`config.mk`:
```
export PLATFORM = sky130hd
export DESIGN_NAME = se_scheduler_flat
export DESIGN_NICKNAME = d
export VERILOG_FILES = /design/src/rtl/se_pkg.sv /design/src/rtl/se_scheduler_if.sv /design/src/rtl/se_req_latch.sv /design/src/rtl/se_scheduler.sv /design/src/flat_wrapper.sv
export SDC_FILE = /design/constraint.sdc
export NUM_CORES = 1
export LEC_CHECK = 0
export ABC_CLOCK_PERIOD_IN_PS = 5500
export BUFFER_PORTS_ARGS = -buffer_cell sky130_fd_sc_hd__buf_2
export CAP_MARGIN = 20
export CORE_UTILIZATION = 55
export CTS_BUF_LIST = sky130_fd_sc_hd__clkbuf_2
export DETAILED_ROUTE_END_ITERATION = 16
export PLACE_DENSITY = 0.83
export SYNTH_ARGS = -nofsm -noshare
export SYNTH_HDL_FRONTEND = slang
export SYNTH_HIERARCHICAL = 1
export SYNTH_SLANG_ARGS = --single-unit
```
`constraint.sdc`:
```
create_clock -name clk -period 5.5 [get_ports clk]
set_clock_uncertainty 0.2 [all_clocks]
set_input_delay 0.55 -clock clk [delete_from_list [all_inputs] [get_ports clk]]
set_output_delay 0.55 -clock clk [all_outputs]
set_load 0.02 [all_outputs]
```
`src/rtl/se_pkg.sv`:
```
// se_pkg: shared constants, effect ROM table, state type and helpers for
// the sound-effect scheduler.
package se_pkg;

   localparam int unsigned NUM_SE             = 4;
   localparam int unsigned ID_W               = $clog2(NUM_SE);
   localparam int unsigned ADDR_W             = 11;
   localparam int unsigned DATA_W             = 32;
   localparam int unsigned SAMPLE_DIV_DEFAULT = 2080;
   localparam int unsigned ROM_LAT_DEFAULT    = 2;

   // Effect layout in the shared sample ROM, indexed by effect id.
   localparam logic [NUM_SE-1:0][ADDR_W-1:0] SE_BASE =
      {11'd1242, 11'd942, 11'd430, 11'd0};
   localparam logic [NUM_SE-1:0][ADDR_W-1:0] SE_LEN =
      {11'd800, 11'd300, 11'd512, 11'd430};

   localparam logic [DATA_W-1:0] SE_DC_OFFSET = 32'd10000;
   localparam logic [DATA_W-1:0] SE_GAIN      = 32'd12000;

   typedef enum logic [1:0] {
      IDLE  = 2'd0,
      FETCH = 2'd1,
      WAIT  = 2'd2
   } se_state_e;

   // Effect ids; a higher id has higher priority.
   typedef enum logic [ID_W-1:0] {
      SE_MOVE  = 2'd0,
      SE_CLEAR = 2'd1,
      SE_DROP  = 2'd2,
      SE_OVER  = 2'd3
   } se_id_e;

   // Address of the final sample of an effect.
   function automatic logic [ADDR_W-1:0] se_last_addr(input logic [ID_W-1:0] id);
      return ADDR_W'(SE_BASE[id] + SE_LEN[id] - ADDR_W'(1));
   endfunction

   // Remove the DC offset and apply gain; wraps modulo 2^32 by design.
   function automatic logic [DATA_W-1:0] se_scale(input logic [DATA_W-1:0] q);
      return DATA_W'((q - SE_DC_OFFSET) * SE_GAIN);
   endfunction

endpackage

```
`src/rtl/se_scheduler_if.sv`:
```
// se_scheduler_if: trigger, ROM and codec-side signals of the scheduler.
//   trig        : per-effect request levels (game FSM -> scheduler)
//   rom_q       : sample ROM read data
//   rom_addr    : sample ROM read address
//   sound       : scaled sample to the codec
//   sample_tick : one-cycle pulse when sound updates
//   busy        : scheduler not idle
//   active_id   : effect currently playing
//   done        : one-cycle pulse when an effect completes
// slave = scheduler side, master = environment side.
interface se_scheduler_if;
   import se_pkg::*;

   logic [NUM_SE-1:0] trig;
   logic [DATA_W-1:0] rom_q;
   logic [ADDR_W-1:0] rom_addr;
   logic [DATA_W-1:0] sound;
   logic              sample_tick;
   logic              busy;
   logic [ID_W-1:0]   active_id;
   logic              done;

   modport master (
      output trig, rom_q,
      input  rom_addr, sound, sample_tick, busy, active_id, done
   );

   modport slave (
      input  trig, rom_q,
      output rom_addr, sound, sample_tick, busy, active_id, done
   );

endinterface

```
`src/rtl/se_req_latch.sv`:
```
// se_req_latch: rising-edge request capture, per-effect pending flags and
// highest-index priority encoder.
//   clk, resetn   : clock, async active-low reset
//   i_trig        : per-effect request levels
//   i_clr         : strobe, effect i_clr_id has been started
//   i_clr_id      : id whose pending flag is cleared
//   o_any_pend_c  : at least one effect pending (combinational from flags)
//   o_top_id_c    : highest pending id (combinational from flags)
module se_req_latch
   import se_pkg::*;
(
   input  logic              clk,
   input  logic              resetn,
   input  logic [NUM_SE-1:0] i_trig,
   input  logic              i_clr,
   input  logic [ID_W-1:0]   i_clr_id,
   output logic              o_any_pend_c,
   output logic [ID_W-1:0]   o_top_id_c
);

   logic [NUM_SE-1:0] r_trig_q;
   logic [NUM_SE-1:0] r_pend;
   logic [NUM_SE-1:0] w_edge;
   logic [NUM_SE-1:0] w_clr_mask;

   // Edge detect and one-hot clear mask.
   always_comb begin
      w_edge     = i_trig & ~r_trig_q;
      w_clr_mask = '0;
      if (i_clr) begin
         w_clr_mask[i_clr_id] = 1'b1;
      end
   end

   // A new edge overrides a simultaneous clear so that request is not lost.
   always_ff @(posedge clk or negedge resetn) begin
      if (!resetn) begin
         r_trig_q <= '0;
         r_pend   <= '0;
      end else begin
         r_trig_q <= i_trig;
         r_pend   <= (r_pend & ~w_clr_mask) | w_edge;
      end
   end

   // Highest set index wins.
   always_comb begin
      o_any_pend_c = |r_pend;
      o_top_id_c   = '0;
      for (int unsigned i = 0; i < NUM_SE; i++) begin
         if (r_pend[i]) begin
            o_top_id_c = ID_W'(i);
         end
      end
   end

endmodule

```
`src/rtl/se_scheduler.sv`:
```
// se_scheduler: arbitrates sound-effect requests onto one sample ROM and
// plays the selected effect at a fixed sample rate.
//   clk, resetn : clock, async active-low reset
//   bus (slave) : trig/rom_q in; rom_addr, sound, sample_tick, busy,
//                 active_id, done out (all registered)
// Parameters: SAMPLE_DIV clocks per sample (must exceed ROM_LAT+1),
//             ROM_LAT ROM read latency in clocks.
module se_scheduler
   import se_pkg::*;
#(
   parameter int unsigned SAMPLE_DIV = SAMPLE_DIV_DEFAULT,
   parameter int unsigned ROM_LAT    = ROM_LAT_DEFAULT
)(
   input  logic         clk,
   input  logic         resetn,
   se_scheduler_if.slave bus
);

   localparam int unsigned WAIT_CYC = SAMPLE_DIV - ROM_LAT - 1;
   localparam int unsigned CNT_W    = $clog2(SAMPLE_DIV);
   localparam logic [CNT_W-1:0] FETCH_LAST = CNT_W'(ROM_LAT);
   localparam logic [CNT_W-1:0] WAIT_LAST  = CNT_W'(WAIT_CYC - 1);

   se_state_e         r_state;
   logic [CNT_W-1:0]  r_cnt;
   logic [ID_W-1:0]   r_active_id;
   logic [ADDR_W-1:0] r_rom_addr;
   logic [DATA_W-1:0] r_sound;
   logic              r_tick;
   logic              r_busy;
   logic              r_done;

   logic              w_any_pend;
   logic [ID_W-1:0]   w_top_id;
   logic              w_fetch_last;
   logic              w_boundary;
   logic              w_last_sample;
   logic              w_preempt;
   logic              w_start;

   se_req_latch u_req (
      .clk          (clk),
      .resetn       (resetn),
      .i_trig       (bus.trig),
      .i_clr        (w_start),
      .i_clr_id     (w_top_id),
      .o_any_pend_c (w_any_pend),
      .o_top_id_c   (w_top_id)
   );

   // Start decision: from IDLE on any request, or at a sample boundary when
   // an equal/higher request is pending or the current effect just ended.
   always_comb begin
      w_fetch_last  = (r_state == FETCH) && (r_cnt == FETCH_LAST);
      w_boundary    = (r_state == WAIT) && (r_cnt == WAIT_LAST);
      w_last_sample = (r_rom_addr == se_last_addr(r_active_id));
      w_preempt     = w_any_pend && (w_top_id >= r_active_id);
      w_start       = w_any_pend &&
                      ((r_state == IDLE) ||
                       (w_boundary && (w_preempt || w_last_sample)));
   end

   // Playback FSM with registered outputs.
   always_ff @(posedge clk or negedge resetn) begin
      if (!resetn) begin
         r_state     <= IDLE;
         r_cnt       <= '0;
         r_active_id <= '0;
         r_rom_addr  <= '0;
         r_sound     <= '0;
         r_tick      <= 1'b0;
         r_busy      <= 1'b0;
         r_done      <= 1'b0;
      end else begin
         r_tick <= 1'b0;
         r_done <= 1'b0;
         if (w_start) begin
            // A start at a boundary without preemption means natural completion.
            if ((r_state == WAIT) && !w_preempt) begin
               r_done <= 1'b1;
            end
            r_active_id <= w_top_id;
            r_rom_addr  <= SE_BASE[w_top_id];
            r_cnt       <= '0;
            r_busy      <= 1'b1;
            r_state     <= FETCH;
         end else begin
            case (r_state)
               IDLE: begin
                  r_busy <= 1'b0;
               end
               FETCH: begin
                  if (w_fetch_last) begin
                     r_sound <= se_scale(bus.rom_q);
                     r_tick  <= 1'b1;
                     r_cnt   <= '0;
                     r_state <= WAIT;
                  end else begin
                     r_cnt <= r_cnt + CNT_W'(1);
                  end
               end
               WAIT: begin
                  if (!w_boundary) begin
                     r_cnt <= r_cnt + CNT_W'(1);
                  end else if (w_last_sample) begin
                     r_done  <= 1'b1;
                     r_sound <= '0;
                     r_busy  <= 1'b0;
                     r_state <= IDLE;
                  end else begin
                     r_rom_addr <= r_rom_addr + ADDR_W'(1);
                     r_cnt      <= '0;
                     r_state    <= FETCH;
                  end
               end
               default: begin
                  r_state <= IDLE;
                  r_busy  <= 1'b0;
               end
            endcase
         end
      end
   end

   assign bus.rom_addr    = r_rom_addr;
   assign bus.sound       = r_sound;
   assign bus.sample_tick = r_tick;
   assign bus.busy        = r_busy;
   assign bus.active_id   = r_active_id;
   assign bus.done        = r_done;

endmodule

```
`src/flat_wrapper.sv`:
```
// flat-port wrapper written by rule: the top's interface ports become plain ports
module se_scheduler_flat import se_pkg::*;
#(
   parameter int unsigned SAMPLE_DIV = SAMPLE_DIV_DEFAULT,
   parameter int unsigned ROM_LAT    = ROM_LAT_DEFAULT
)
  (clk, resetn, bus_trig, bus_rom_q, bus_rom_addr, bus_sound, bus_sample_tick, bus_busy, bus_active_id, bus_done);
  se_scheduler_if bus_i ();
  input  logic clk;
  input  logic resetn;
  input wire logic [$bits(bus_i.trig)-1:0] bus_trig;
  input wire logic [$bits(bus_i.rom_q)-1:0] bus_rom_q;
  output wire logic [$bits(bus_i.rom_addr)-1:0] bus_rom_addr;
  output wire logic [$bits(bus_i.sound)-1:0] bus_sound;
  output wire logic [$bits(bus_i.sample_tick)-1:0] bus_sample_tick;
  output wire logic [$bits(bus_i.busy)-1:0] bus_busy;
  output wire logic [$bits(bus_i.active_id)-1:0] bus_active_id;
  output wire logic [$bits(bus_i.done)-1:0] bus_done;
  assign bus_i.trig = bus_trig;
  assign bus_i.rom_q = bus_rom_q;
  assign bus_rom_addr = bus_i.rom_addr;
  assign bus_sound = bus_i.sound;
  assign bus_sample_tick = bus_i.sample_tick;
  assign bus_busy = bus_i.busy;
  assign bus_active_id = bus_i.active_id;
  assign bus_done = bus_i.done;
  se_scheduler #(.SAMPLE_DIV(SAMPLE_DIV), .ROM_LAT(ROM_LAT)) u_core (.clk(clk), .resetn(resetn), .bus(bus_i));
endmodule
```
Word-level counts from Yosys, hierarchy flattened
Index checks and enable logic that the tools add are counted.
{ "word_totals": {"regBits": 70, "latchBits": 0, "ram_bits": 0, "mem_bits_ro": 0, "input_bits": 38, "output_inout_bits": 48, "word_cells": 104, "mem_count": 0} }
{ "op_classes": {"add_sub_neg": 5, "multipliers": 1, "n_div": 0, "n_lt_le_gt_ge": 4, "eq_ne": 15, "n_shift": 0, "n_mux": 42, "bitwise_logic": 6, "reduce_logical": 21} }
{ "op_table": {"columns": ["cell", "count"], "rows": [
  ["$mux 32", 3],
  ["$mux 11", 7],
  ["$bmux 11 s2", 3],
  ["$pmux 32 s2", 1],
  ["$mux 12", 4],
  ["$mul 32x9->27 const B", 1],
  ["$sub 32x14->32 const B", 1],
  ["$pmux 12 s2", 1],
  ["$mux 1", 14],
  ["$add 12x1->12 const B", 1],
  ["$eq 12x12->1 const B", 1],
  ["$eq 12x2->1 const B", 1],
  ["$add 11x1->11 const B", 1],
  ["$add 11x11->11", 1],
  ["$eq 11x11->1", 1],
  ["$sub 11x1->11 const B", 1],
  ["$mux 2", 5],
  ["$ne 3x2->1 const B", 3],
  ["$reduce_and 3->1", 3],
  ["$and 4x4->4", 2],
  ["$not 4->4", 2],
  ["$logic_and 1x1->1", 7],
  ["$lt 2x3->1 const B", 2],
  ["$ne 2x1->1 const B", 3],
  ["20 further kinds", 25]
]} }

Longest topological paths before layout
{ "logic_depth": {"ltp_word": 13, "ltp_mapped": 26, "depth_no_buf": 25} }

Cells and area by module
Netlist, hierarchy kept.
{ "modules_own_cells": {"columns": ["module", "instances", "cells_per_inst", "area_each_um2", "seq_area_each_um2"], "rows": [
  ["se_scheduler", 1, 915, 7982.7, 1426.4],
  ["se_req_latch", 1, 25, 301.5, 200.2]
]} }

Worst setup path before layout
No wires, ideal clock.
{ "synth_timing": {"path_kind": "in2reg", "start": "in bus_rom_q[5]", "end": "reg u_core.r_sound[31], in the netlist u_core/bus.sound[31]", "setup_ns": 0.121, "t_arrival_ns": 6.305, "required_ns": 5.179, "setup_slack_ns": -1.125, "path_stages": 22, "path_buffers": 1, "path_cell_list": "clkbuf_1 > nor4_1 > o211ai_1 > or3_2 > xnor2_1 > inv_1 > fa_1 > fa_1 > inv_1 > fa_1 > inv_1 > fa_1 > inv_1 > ha_1 > a21o_1 > a21o_1 > a211oi_1 > o21ai_0 > a2111oi_0 > o41ai_1 > xnor2_1 > a22o_1"} }
{ "synth_via": {"elab_chain_len": 4} }
{ "synth_rtl": {"columns": ["element", "line", "source"], "rows": [
  ["start: declaration", "flat_wrapper.sv:12", "input wire logic [$bits(bus_i.rom_q)-1:0] bus_rom_q;"],
  ["$sub 32x14->32", "se_pkg.sv:42", "return DATA_W'((q - SE_DC_OFFSET) * SE_GAIN);"],
  ["$mul 32x9->27", "se_pkg.sv:42", null],
  ["$mux 32", "se_scheduler.sv:93", "if (w_fetch_last) begin"],
  ["$pmux 32 s2", "se_scheduler.sv:88", "case (r_state)"],
  ["end signal: assignment", "se_scheduler.sv:94", "r_sound <= se_scale(bus.rom_q);"],
  ["end: declaration", "se_scheduler.sv:28", "logic [DATA_W-1:0] r_sound;"]
]} }
No other way between the ends. The select of a mux whose other input is x is not followed.
A chain may end at the register's enable or synchronous reset.

Worst setup path after layout
{ "layout_timing": {"start": "in bus_rom_q[7]", "end": "reg u_core.r_sound[31], in the netlist u_core/bus.sound[31]"} }
Same word-level chain as after synthesis.

==> results_dict.tcl <==
set metrics [dict create \
    outcome "finished, violations left" \
    violations "negative setup slack" \
    totalWireLength_um 20500 \
    crit_top_cell "inv_1" \
    cp_top_family "adder cells" \
    dpl.cell_count 1317 \
    fin_cells 1355 \
    worstMarginPinSlew_ps 1020 \
    ys_ff_latch 65 \
    async_flop_share_pct 100.0 \
    cts_made_buffers 9 \
    fp.coreArea_um2 14590 \
    final_cell_mix "inv_1 (242), buf_4 (138), fa_1 (90)" \
    ios 86 \
    grt_max_degree 66 \
    synthesis.area_um2 8284 \
    clk_pin_slew_ps 180 \
    grt_pass1_vias 7258 \
    avgRoutedWirePerCell_um 15.13 \
    postRouteAntennaNets 0 \
    postLayoutSetupSlackWorst_ps -199.1 \
    cp.required_ps 5690 \
    worstSetupPathType "in2reg" \
    ys_warn_count 6 \
    fp.dieH_um 124.7 \
    maxCapViolations 0 \
    fin_nets 1384 \
    drtIter0Drc 315 \
    cts.sinks 65 \
    antenna_found_initial 1 \
    synthFlopType "dfrtp_1" \
    grt_pass1_wl_um 32220 \
    cp-end-kind "register" \
    root_buffer "clkbuf_2" \
    grt_usage_pct 25.15 \
    hold_path_class "in2reg" \
    port_buffers 75 \
    cts_tree "done" \
    routabilityCongestion 0.8778 \
    hpwl_um 15340 \
    synth_edf_count 0 \
    syn_inst 940 \
    startpoint_type "input port" \
    design_area_um2 10620 \
    drive_above_1_share_pct 27.61 \
    insertion_delay_ps 500 \
    critPathBufInv 9 \
    critPathSlowestCell "fa_1" \
    hold_viol_final 0 \
    clock_path_buffers 2 \
    cp_max_fo 5 \
    cts_max_level 3 \
    utilization_pct 72.80 \
    hold_slack_ps 231.4 \
    first_pass_iters 5 \
    fp.dieW_um 124.7 \
    layout_commonest_cell "inv_1" \
    viasPerCell 5.334 \
    rsz0062_at_grt "yes" \
    slew-limit-headroom_pct 31.97 \
    fin_crit_sh_pct 103.6 \
    num_rows 44 \
    critical_path.max_stage_delay_ps 570 \
    area_growth_pct 28.21 \
    yosys.cell_types.count 60 \
    crit_chain "buf_8, nor4_4, buf_4, nor2_1, or3_4, a21oi_4, xnor2_4, inv_4, buf_4, buf_4, ha_1, inv_1, fa_1, inv_1, fa_1, inv_1, fa_1, inv_1, ha_1, o21a_1, a2111oi_4, o41ai_2, xnor2_1, a22o_1" \
    synth_seq_area_share_pct 19.63 \
    dpl_cell_area_um2 9987 \
    start_util_pct 56.78 \
    period_minus_slack_ps 5699 \
    maxSlewViolCount 0 \
    crit_arrival_ps 5880 \
    avgSynthCellArea_um2 8.813 \
    vias 7228 \
    grt-ovfl-total 0 \
    setup-violations-final 5 \
    max_freq_mhz 175.5 \
    remaining_drc_errors 0 \
    dieArea_um2 15560 \
]
==> logic make-up (layout without fill, tap and decap cells) <==
group / Yosys count / count (layout) / synth area share, %
AO/OA/AOI/OAI: 161 / 161 / 12.78
XOR/XNOR: 74 / 74 / 8.171
buffers and inverters: 273 / 499 / 12.64
adder cells (fa/ha/maj): 181 / 181 / 35.58
other: 2 / 7 / 0.09065
multiplexers: 1 / 1 / 0.1208
flip-flops: 65 / 65 / 19.63
AND/OR/NAND/NOR: 183 / 183 / 10.98
==> final cells by class <==
type | count | area [um^2]
antenna | 1 | 2.502
clock buffer | 10 | 50.05
clock inverter | 6 | 58.81
fill | 984 | 3968
inverter | 255 | 968.4
multi-input combinational | 606 | 6085
sequential | 65 | 1627
tap | 184 | 230.2
timing repair buffer | 228 | 1600
==> per-layer routing <==
metal	part of all wire, %	vias up	GRT usage, %	wire length, um
li1	-	3416	-	-
met1	41	3564	31.74	8495
met2	53	207	45.73	10810
met3	3.2	41	2.062	657
met4	2.6	0	7.300	534
met5	0	-	0	0
==> timing repair <==
action,4_1_cts,5_1_grt
setup endpoints to repair,5,11
endpoints found under the hold margin,18,0
resized for setup,32,42
hold buffers,5,0
buffers inserted,5,11
pin swaps,13,24
==> stage by stage <==
step           setup slack [ps]  TNS, ps
4_1_cts                  -146.7   -186.2
3_5_place_dp             -882.7    -7466
5_1_grt                  -354.6    -1624
6_report                 -199.1   -585.0
3_3_place_gp             -743.1    -5713
2_1_floorplan            -498.1    -1549
==> flip-flops by register name, indices dropped and copies added, names as in the netlist <==
register                cells
u_core/bus.active_id        2
u_core/bus.busy             1
u_core/bus.done             1
u_core/bus.rom_addr        11
u_core/bus.sample_tick      1
u_core/bus.sound           27
u_core/r_cnt               12
u_core/r_state              2
u_core/u_req/r_pend         4
u_core/u_req/r_trig_q       4
==> cell usage after synthesis (all sizes together) (2+ instances only) <==
| library cell | number | area share, % |
|---|---|---|
| inv | 255 | 12 |
| conb | 2 | 0.091 |
| nor3 | 11 | 0.72 |
| a22o | 11 | 1.2 |
| or2 | 8 | 0.63 |
| a31oi | 2 | 0.15 |
| nand2b | 9 | 0.68 |
| a21o | 15 | 1.4 |
| buf | 6 | 0.54 |
| or4 | 2 | 0.27 |
| nand2 | 55 | 2.5 |
| o21bai | 3 | 0.27 |
| o41ai | 3 | 0.32 |
| or3 | 7 | 0.56 |
| ha | 90 | 14 |
| clkbuf | 12 | 0.54 |
| o31a | 3 | 0.32 |
| xnor3 | 2 | 0.56 |
| a32o | 4 | 0.48 |
| nor3b | 2 | 0.24 |
| a211oi | 7 | 0.69 |
| nor2b | 5 | 0.38 |
| nor4 | 3 | 0.23 |
| xor2 | 27 | 2.9 |
| and3 | 10 | 0.77 |
| nand4 | 9 | 0.76 |
| fa | 91 | 22 |
| o31ai | 14 | 1.3 |
| xnor2 | 45 | 4.8 |
| o21a | 5 | 0.45 |
| o21ai | 42 | 2.5 |
| a211o | 3 | 0.32 |
| nor2 | 42 | 1.9 |
| o211ai | 4 | 0.36 |
| dfrtp | 65 | 20 |
| o22ai | 3 | 0.23 |
| nand3 | 16 | 0.97 |
| a21oi | 35 | 2.1 |
==> worst min-delay path, stage by stage <==
cell and delay [ps]:
buf_2 140, inv_1 130, o31ai_1 90
==> final timing paths <==
| kind | slack [ps] | cells past startpoint | start | end |
|---|---|---|---|---|
| max | -200 | 24 | bus_rom_q[7] | u_core/bus.sound[31] |
| min | 230 | 3 | bus_rom_q[0] | u_core/bus.sound[5] |
| max reg2reg | 1700 | 12 | u_core/bus.active_id[0] | u_core/bus.sound[29] |
| min reg2reg | 250 | 1 | u_core/u_req/r_trig_q[0] | u_core/u_req/r_pend[0] |
| max in group asynchronous | 4000 | 3 | resetn | u_core/bus.sound[28] |
| min in group asynchronous | 520 | 3 | resetn | u_core/bus.rom_addr[5] |
Power is not shown: default switching activity piles up to over one toggle a cycle in this logic, so the estimate is an artifact.
